==> src/rtl/results_display.sv <==
// Results display: turns game-core mode/statistics into three seven-segment
// digits, a page indicator and two stretched hit/miss indicator LEDs.
module results_display #(
   parameter int unsigned STRETCH_CYC = 2500000,
   parameter int unsigned PAGE_BEATS  = 8
) (
   input  logic       clk,
   input  logic       n_rst,
   input  logic [2:0] mode,
   input  logic       beat_clk,
   input  logic       hit,
   input  logic       missed,
   input  logic [7:0] score,
   input  logic [7:0] num_hits,
   input  logic [7:0] num_misses,
   output logic [6:0] ss_label,
   output logic [6:0] ss_tens,
   output logic [6:0] ss_ones,
   output logic       hit_led,
   output logic       miss_led,
   output logic [1:0] page
);

   localparam int unsigned CW = $clog2(STRETCH_CYC + 1);
   localparam int unsigned BW = (PAGE_BEATS > 1) ? $clog2(PAGE_BEATS) : 1;
   localparam logic [CW-1:0] STRETCH_LD = CW'(STRETCH_CYC);
   localparam logic [BW-1:0] BEAT_LAST  = BW'(PAGE_BEATS - 1);

   localparam logic [2:0] M_PLAY  = 3'b001;
   localparam logic [2:0] M_PAUSE = 3'b010;
   localparam logic [2:0] M_END   = 3'b100;

   localparam logic [2:0] S_IDLE      = 3'd0;
   localparam logic [2:0] S_PLAY      = 3'd1;
   localparam logic [2:0] S_PAUSE     = 3'd2;
   localparam logic [2:0] S_END_HITS  = 3'd3;
   localparam logic [2:0] S_END_MISS  = 3'd4;
   localparam logic [2:0] S_END_SCORE = 3'd5;

   localparam logic [6:0] SEG_DASH = 7'b1000000;
   localparam logic [6:0] SEG_S    = 7'b1101101;
   localparam logic [6:0] SEG_P    = 7'b1110011;
   localparam logic [6:0] SEG_H    = 7'b1110110;
   localparam logic [6:0] SEG_L    = 7'b0111000;

   logic [2:0]    state, state_next;
   logic          beat_q, beat_rise;
   logic [BW-1:0] beat_cnt, beat_cnt_next;
   logic [7:0]    frozen, frozen_next;
   logic [CW-1:0] hit_cnt, hit_cnt_next, miss_cnt, miss_cnt_next;
   logic [6:0]    label_next;
   logic [7:0]    value_next;
   logic          blank_next;
   logic [1:0]    page_next;

   function automatic logic [6:0] bcd_seg(input logic [3:0] n);
      case (n)
         4'd0:    bcd_seg = 7'b0111111;
         4'd1:    bcd_seg = 7'b0000110;
         4'd2:    bcd_seg = 7'b1011011;
         4'd3:    bcd_seg = 7'b1001111;
         4'd4:    bcd_seg = 7'b1100110;
         4'd5:    bcd_seg = 7'b1101101;
         4'd6:    bcd_seg = 7'b1111101;
         4'd7:    bcd_seg = 7'b0000111;
         4'd8:    bcd_seg = 7'b1111111;
         4'd9:    bcd_seg = 7'b1101111;
         default: bcd_seg = SEG_DASH;
      endcase
   endfunction

   assign beat_rise = beat_clk & ~beat_q;

   // Beat rises are only counted once already in an END state, so a rise on
   // the entry cycle is dropped along with the beat_cnt clear.
   always_comb begin
      state_next    = S_IDLE;
      beat_cnt_next = beat_cnt;
      frozen_next   = frozen;
      case (mode)
         M_PLAY: state_next = S_PLAY;
         M_PAUSE: begin
            if (state == S_PLAY) begin
               state_next  = S_PAUSE;
               frozen_next = score;
            end else if (state == S_PAUSE) begin
               state_next = S_PAUSE;
            end
         end
         M_END: begin
            case (state)
               S_PLAY, S_PAUSE: begin
                  state_next    = S_END_HITS;
                  beat_cnt_next = '0;
               end
               S_END_HITS, S_END_MISS, S_END_SCORE: begin
                  state_next = state;
                  if (beat_rise) begin
                     if (beat_cnt == BEAT_LAST) begin
                        beat_cnt_next = '0;
                        case (state)
                           S_END_HITS: state_next = S_END_MISS;
                           S_END_MISS: state_next = S_END_SCORE;
                           default:    state_next = S_END_HITS;
                        endcase
                     end else begin
                        beat_cnt_next = beat_cnt + BW'(1);
                     end
                  end
               end
               default: state_next = S_IDLE;
            endcase
         end
         default: state_next = S_IDLE;
      endcase
   end

   always_comb begin
      label_next = SEG_DASH;
      value_next = score;
      blank_next = 1'b0;
      page_next  = 2'd0;
      case (state_next)
         S_PLAY: label_next = SEG_S;
         S_PAUSE: begin
            label_next = SEG_P;
            value_next = frozen_next;
         end
         S_END_HITS: begin
            label_next = SEG_H;
            value_next = num_hits;
            page_next  = 2'd1;
         end
         S_END_MISS: begin
            label_next = SEG_L;
            value_next = num_misses;
            page_next  = 2'd2;
         end
         S_END_SCORE: begin
            label_next = SEG_S;
            page_next  = 2'd3;
         end
         default: blank_next = 1'b1;
      endcase
   end

   always_comb begin
      hit_cnt_next  = '0;
      miss_cnt_next = '0;
      if (state_next == S_PLAY) begin
         if (hit)
            hit_cnt_next = STRETCH_LD;
         else if (hit_cnt != '0)
            hit_cnt_next = hit_cnt - CW'(1);
         if (missed)
            miss_cnt_next = STRETCH_LD;
         else if (miss_cnt != '0)
            miss_cnt_next = miss_cnt - CW'(1);
      end
   end

   always_ff @(posedge clk or negedge n_rst) begin
      if (!n_rst) begin
         state    <= S_IDLE;
         beat_q   <= 1'b0;
         beat_cnt <= '0;
         frozen   <= '0;
         hit_cnt  <= '0;
         miss_cnt <= '0;
         ss_label <= SEG_DASH;
         ss_tens  <= SEG_DASH;
         ss_ones  <= SEG_DASH;
         hit_led  <= 1'b0;
         miss_led <= 1'b0;
         page     <= 2'd0;
      end else begin
         state    <= state_next;
         beat_q   <= beat_clk;
         beat_cnt <= beat_cnt_next;
         frozen   <= frozen_next;
         hit_cnt  <= hit_cnt_next;
         miss_cnt <= miss_cnt_next;
         ss_label <= label_next;
         ss_tens  <= blank_next ? SEG_DASH : bcd_seg(value_next[7:4]);
         ss_ones  <= blank_next ? SEG_DASH : bcd_seg(value_next[3:0]);
         hit_led  <= (hit_cnt_next != '0);
         miss_led <= (miss_cnt_next != '0);
         page     <= page_next;
      end
   end

endmodule

==> config.mk <==
export PLATFORM = sky130hd
export DESIGN_NAME = results_display
export DESIGN_NICKNAME = d
export VERILOG_FILES = /design/src/rtl/results_display.sv
export SDC_FILE = /design/constraint.sdc
export NUM_CORES = 1
export LEC_CHECK = 0
export ABC_AREA = 1
export CAP_MARGIN = 20
export CORE_AREA = 2 2 105 147
export DETAILED_ROUTE_END_ITERATION = 10
export DIE_AREA = 0 0 107 149
export PLACE_DENSITY = 0.63
export SYNTH_ARGS = -nofsm -noshare
export SYNTH_HDL_FRONTEND = slang
export SYNTH_SLANG_ARGS = --single-unit
==> constraint.sdc <==
create_clock -name clk -period 3.2 [get_ports clk]
set_input_delay 0.64 -clock clk [delete_from_list [all_inputs] [get_ports clk]]
set_output_delay 0.64 -clock clk [all_outputs]
set_load 0.01 [all_outputs]
## Word-level counts from Yosys, hierarchy flattened

Memories as Yosys holds them, arrays and structs flattened.
Index checks and enable logic that the tools add are counted.

- Bits in registers: 84
- Latch bits: 0
- RAM bits: 0
- Bits in read-only memories: 224
- Bits of input ports: 32
- Output and inout bits: 25
- Logic and storage cells: 67
- Memories: 2

Memories:

| memory | depth | width | rd ports | clocked after Yosys merged registers in | write ports | line | text |
|---|---|---|---|---|---|---|---|
| (no name shown) | 16 | 7 | 1 | 0 | 0 | 57 | `case (n)` |
| (no name shown) | 16 | 7 | 1 | 0 | 0 | 57 |  |

- Add/subtract/negate cells: 3
- Multipliers: 0
- Div/mod/pow operators: 0
- Order comparisons: 0
- Equality and inequality tests: 15
- Shifts and indexed selects: 0
- Multiplexer cells: 23
- Bitwise operators: 2
- Reduce and logical (&&, ||, !) cells: 10

Operators with widths:

| kind | number |
|---|---|
| two-way mux 22 bit | 6 |
| nonzero test 22 bit | 4 |
| subtractor 22 x 1 -> 22 bit (second input constant) | 2 |
| case mux 7 bit (4 select lines) | 1 |
| case mux 8 bit (3 select lines) | 1 |
| equality test 3 bit (second input constant) | 6 |
| case mux 3 bit (2 select lines) | 3 |
| two-way mux 8 bit | 2 |
| equality test 3 x 2 -> 1 bit (second input constant) | 5 |
| two-way mux 7 bit | 2 |
| two-way mux 3 bit | 4 |
| equality test 3 x 1 -> 1 bit (second input constant) | 3 |
| case mux 3 bit (3 select lines) | 1 |
| case mux 2 bit (3 select lines) | 1 |
| OR reduction 5 bit | 1 |
| two-way mux 2 bit | 2 |
| OR reduction 2 bit | 2 |
| adder 3 x 1 -> 3 bit (second input constant) | 1 |
| AND reduction 3 bit | 1 |
| OR reduction 3 bit | 1 |
| != test 2 bit (second input constant) | 1 |
| nonzero test 2 bit | 1 |
| AND 1 bit | 1 |
| NOT 1 bit | 1 |

## Depth between registers and ports, before layout

An unclocked memory read counts as a cell.

- Word-level depth: 10
- Gate-level depth with buffers: 18
- Mapped depth without buffers: 18

## Worst setup path after synthesis

No wires, ideal clock.

- Path type: register to register
- Start point: register beat_cnt[0]
- End point: register ss_tens[3]
- Arrival: 2326 ps
- Data required time: 3083 ps
- Setup slack: 758 ps
- Cell stages (with the launch flop): 19
- Buffers on the path: 0
- Period minus slack after synthesis: 2442 ps
- Cells stage by stage: dfrtp_1 ha_1 ha_1 nand3_1 inv_1 nand2_2 nand2_1 nand2_2 inv_2 nand3_1 nand2_1 o21ai_2 inv_1 ha_1 inv_1 nand3_1 nand2_1 nor2_1 nor2_1

- Cells in the longest elaborated chain, start to end: 9
- Elaborated cells between the ends (all ways): 14
- Classes of those cells: eq/ne (6); mux (6); reduce/logical (1); memory (1)

Ends and longest elaborated chain:

| item | line | text |
|---|---|---|
| start: declaration | 48 | `logic [BW-1:0] beat_cnt, beat_cnt_next;` |
| start signal: assignment | 179 | `beat_cnt <= beat_cnt_next;` |
| equality test 3 bit * | 99 | `if (beat_cnt == BEAT_LAST) begin` |
| two-way mux 3 bit * | 99 |  |
| two-way mux 3 bit * | 98 | `if (beat_rise) begin` |
| case mux 3 bit (2 select lines) * | 91 | `case (state)` |
| case mux 3 bit (3 select lines) * | 80 | `case (mode)` |
| net state_next[2] | 46 | `logic [2:0] state, state_next;` |
| equality test 3 bit or equality test 3 x 2 -> 1 bit (tied branches) | 123 | `case (state_next)` |
| case mux 8 bit (3 select lines) | 123 |  |
| memory (16 x 7 bit) | - |  |
| two-way mux 7 bit * | 184 | `ss_tens <= blank_next ? SEG_DASH : bcd_seg(value_next[7:4]);` |
| end signal: assignment | 184 |  |
| end: declaration | 17 | `output logic [6:0] ss_tens,` |

The timed path passes the listed nets; every way through them passes the cells marked *.
A chain may end at the register's enable or synchronous reset.

## Final worst setup path

- Start point: input port beat_clk
- End point: register ss_ones[3]

- Cells in the longest elaborated chain, start to end: 8
- Elaborated cells between the ends (all ways): 13
- Classes of those cells: eq/ne (5); mux (5); bitwise (1); reduce/logical (1); memory (1)

Ends and longest elaborated chain:

| item | line | text |
|---|---|---|
| start: declaration | 10 | `input logic beat_clk,` |
| AND 1 bit * | 72 | `assign beat_rise = beat_clk & ~beat_q;` |
| two-way mux 3 bit * | 98 |  |
| case mux 3 bit (2 select lines) * | 91 |  |
| case mux 3 bit (3 select lines) * | 80 |  |
| net state_next[0] | 46 |  |
| equality test 3 bit or equality test 3 x 2 -> 1 bit (tied branches) | 123 |  |
| case mux 8 bit (3 select lines) | 123 |  |
| memory (16 x 7 bit) | - |  |
| two-way mux 7 bit * | 185 | `ss_ones <= blank_next ? SEG_DASH : bcd_seg(value_next[3:0]);` |
| end signal: assignment | 185 |  |
| end: declaration | 18 | `output logic [6:0] ss_ones,` |

Marks and branches as above.

==> flow_metrics.py <==
metrics = {
    "clocking": {
        "post_cts_resized": 0,
        "cts-buffers-inserted": 9,
        "cts_root_buf": "clkbuf_16",
        "cts_buffer_depth": 2,
        "htreeDepth": 3,
        "ctsHoldBuffers": 0,
        "cts_sinks": 84,
        "postCtsSetupRepairBufs": 0,
        "clk_pin_slew_ns": 0.06,
        "clk_latency_ns": 0.33,
        "tritoncts": "done",
    },
    "timing": {
        "rsz0062_at_grt": "no",
        "finalMaxSlewViolations": 0,
        "max_slew.worst_pin.slew_ns": 0.599,
        "setup_viol": 0,
        "fin_skew_ns": 0.00384,
        "finalSetupTns_ns": 0,
        "post-route-period-util": 0.879,
        "period_minus_slack_ns": 2.81,
        "slew_headroom": 0.600,
        "final-hold-violation-count": 0,
        "timing.final.ws_setup_ns": 0.387,
        "fmax_mhz": 355,
    },
    "synth": {
        "synth.avg_cell_area_um2": 7.36,
        "ys_top_cells_by_count": "189 x nand2_1, 121 x nor2_1, 91 x inv_1",
        "ys_seq_elements": 84,
        "synth_area_um2": 5020,
        "netlist_instances": 682,
        "seq_area_frac_synth": 0.419,
        "syn_nets": 728,
        "ys_warn_count": 0,
        "synth_area_leader_cell": "dfrtp_1",
        "yosys.area.top_type_share": 0.404,
        "synth_edf_count": 0,
        "yosysMostFrequentCell": "nand2_1",
        "synth_cell_type_count": 41,
        "synthTopCellsByArea": "dfrtp_1 40%, nand2_1 14%, nor2_1 9.0%",
        "yosys_most_used_dff": "dfrtp_1",
        "synthArstFlopShare": 1.00,
    },
    "grt": {
        "overflow": 0,
        "first_global_vias": 4433,
        "grt_usage": 0.158,
        "grt_max_degree": 46,
        "grt_pass1_wl_mm": 20.1,
        "antenna_found_initial": 0,
    },
    "setup_path": {
        "cp_top_family": "simple AND/OR/NAND/NOR gates",
        "worstSetupPathType": "in2reg",
        "worstPathMaxFanout": 7,
        "critical_path.cell_chain": "clkdlybuf4s50_1, nand3_1, o21ai_0, nand2_2, nand2_2, nor2_4, nand2_1, nand3_1, nor2_1, inv_1, ha_1, inv_1, nand2_1, nand2_1, nor2_1, nor2_1",
        "start_kind": "input pin",
        "arrival_ns": 3.08,
        "cp_slowest_stage_delay_ns": 0.51,
        "slowest_stage": "clkdlybuf4s50_1",
        "cp_data_required_time_ns": 3.46,
        "cp-end-kind": "flop",
        "cp_num_buf_inv": 3,
    },
    "drt": {
        "first_pass_iters": 4,
        "drc": 0,
        "drt_iter0_drc": 160,
        "wl_mm": 11.8,
        "num_vias": 4349,
        "antenna_left": 0,
        "avgViaCountPerCell": 4.59,
        "wl_per_cell_um": 12.5,
    },
    "floorplan": {
        "die_x_um": 107,
        "coreArea_um2": 14800,
        "initial_core_util": 0.339,
        "dieArea_um2": 15900,
        "io_pins": 57,
        "die_y_um": 149,
        "rows": 53,
    },
    "power_and_ir_drop": {
        "p_leak_nw": 3.56,
        "p_comb_frac": 0.228,
        "clkPwrFrac": 0.413,
        "intPower_mw": 2.34,
        "powerDensity_nw_per_um2": 522,
        "peakVddDrop_v": 0.000242,
        "p_switching_uw": 909,
        "p_seq_frac": 0.359,
        "swShare": 0.279,
    },
    "place": {
        "gp_congestion": 0.840,
        "pre_cts_ws_ns": 0.0404,
        "dp_hpwl_mm": 9.11,
        "portBuffers": 56,
    },
    "min_path": {
        "hold_class": "in2async",
    },
    "finish": {
        "drive_gt1_frac": 0.0980,
        "layout.nets": 796,
        "diodes": 0,
        "fill_cells": 1496,
        "syn2layout_area_growth_pct": 24.2,
    },
    "job": {
        "cap_violations": 0,
    },
    "run_status": {
        "status": "finished clean",
    },
}
## power groups by stage
| stage | Combinational, mW | Sequential (mW) | Clock, mW |
|---|---|---|---|
| 2_1_floorplan | 0.509 | 1.19 | 0 |
| 3_3_place_gp | 0.741 | 1.19 | 0 |
| 3_5_place_dp | 0.744 | 1.19 | 0 |
| 4_1_cts | 0.749 | 1.17 | 1.36 |
| 5_1_grt | 0.847 | 1.18 | 1.41 |
| 6_report | 0.741 | 1.17 | 1.34 |
## cell usage in the layout (no fill, tap or decap), types with 2 or more instances in the layout
cell / count
a21oi_1: 16
buf_4: 10
bufinv_16: 5
clkbuf_16: 9
clkdlybuf4s50_1: 55
dfrtp_1: 81
dfstp_2: 3
ha_1: 14
inv_1: 91
inv_2: 5
inv_4: 2
nand2_1: 189
nand2_2: 13
nand3_1: 48
nand3_2: 2
nand3_4: 2
nand4_1: 6
nor2_1: 121
nor2_2: 2
nor2_4: 3
nor3_1: 7
nor3_2: 2
nor4_1: 2
o21ai_0: 12
o21ai_1: 3
o21ai_2: 3
or2_2: 4
xnor2_1: 11
xor2_1: 19
## cells by family after synthesis
group | Yosys count | synth area share
adders and majority gates | 14 | 0.0349
and+or+nand+nor | 408 | 0.363
buffers and inverters | 107 | 0.0833
xor gates and xnor gates | 30 | 0.0523
AOI/OAI and AO/OA | 39 | 0.0474
DFF | 84 | 0.419
## routing by layer
layer,track usage,vias to the layer above,routed length [um]
met2,0.283,94,5940
met1,0.181,1992,5030
met5,0,-,0
met4,0.0708,0,378
met3,0.0306,27,487
li1,-,2236,-
## flip-flops by register name, indices dropped and copies added, names as in the netlist
name,flops
hit_cnt,22
miss_cnt,22
frozen,8
ss_label,7
ss_ones,7
ss_tens,7
beat_cnt,3
state,3
page,2
beat_q,1
hit_led,1
miss_led,1
## layout make-up
| class | count | area [um^2] | share of cell area |
|---|---|---|---|
| timing repair buffer | 65 | 626 | 0.100 |
| clock inverter | 7 | 163 | 0.0261 |
| sequential | 84 | 2110 | 0.338 |
| clock buffer | 9 | 225 | 0.0361 |
| tap | 192 | 240 | 0.0385 |
| inverter | 99 | 377 | 0.0604 |
| multi-input combinational | 491 | 2500 | 0.401 |
## metrics by stage
stage / total power, mW / cells / hold slack [ns] / instance area, um^2 / utilization
5_1_grt: 3.43 / 947 / 0.349 / 6230 / 0.421
4_1_cts: 3.28 / 947 / 0.328 / 6230 / 0.421
3_5_place_dp: 1.93 / 931 / 0.420 / 5840 / 0.395
2_1_floorplan: 1.70 / 682 / 0.344 / 5020 / -
6_report: 3.25 / 947 / 0.307 / 6230 / 0.421
3_3_place_gp: 1.93 / 931 / 0.413 / 5840 / 0.395
## path summary, 6_finish.rpt
path                             startpoint           to  slack (ns)  cells past startpoint
worst max-delay path               beat_clk   ss_ones[3]        0.39                     16
worst min register to register   hit_cnt[0]   hit_cnt[0]        0.42                      1
worst max register to register  beat_cnt[0]   ss_ones[3]        0.43                     18
max in group asynchronous             n_rst   ss_ones[6]        2.10                      2
worst min-delay path                  n_rst  hit_cnt[15]        0.31                      1
min in group clk                 hit_cnt[0]   hit_cnt[0]        0.42                      1
Power figures use the tool's default switching activity.
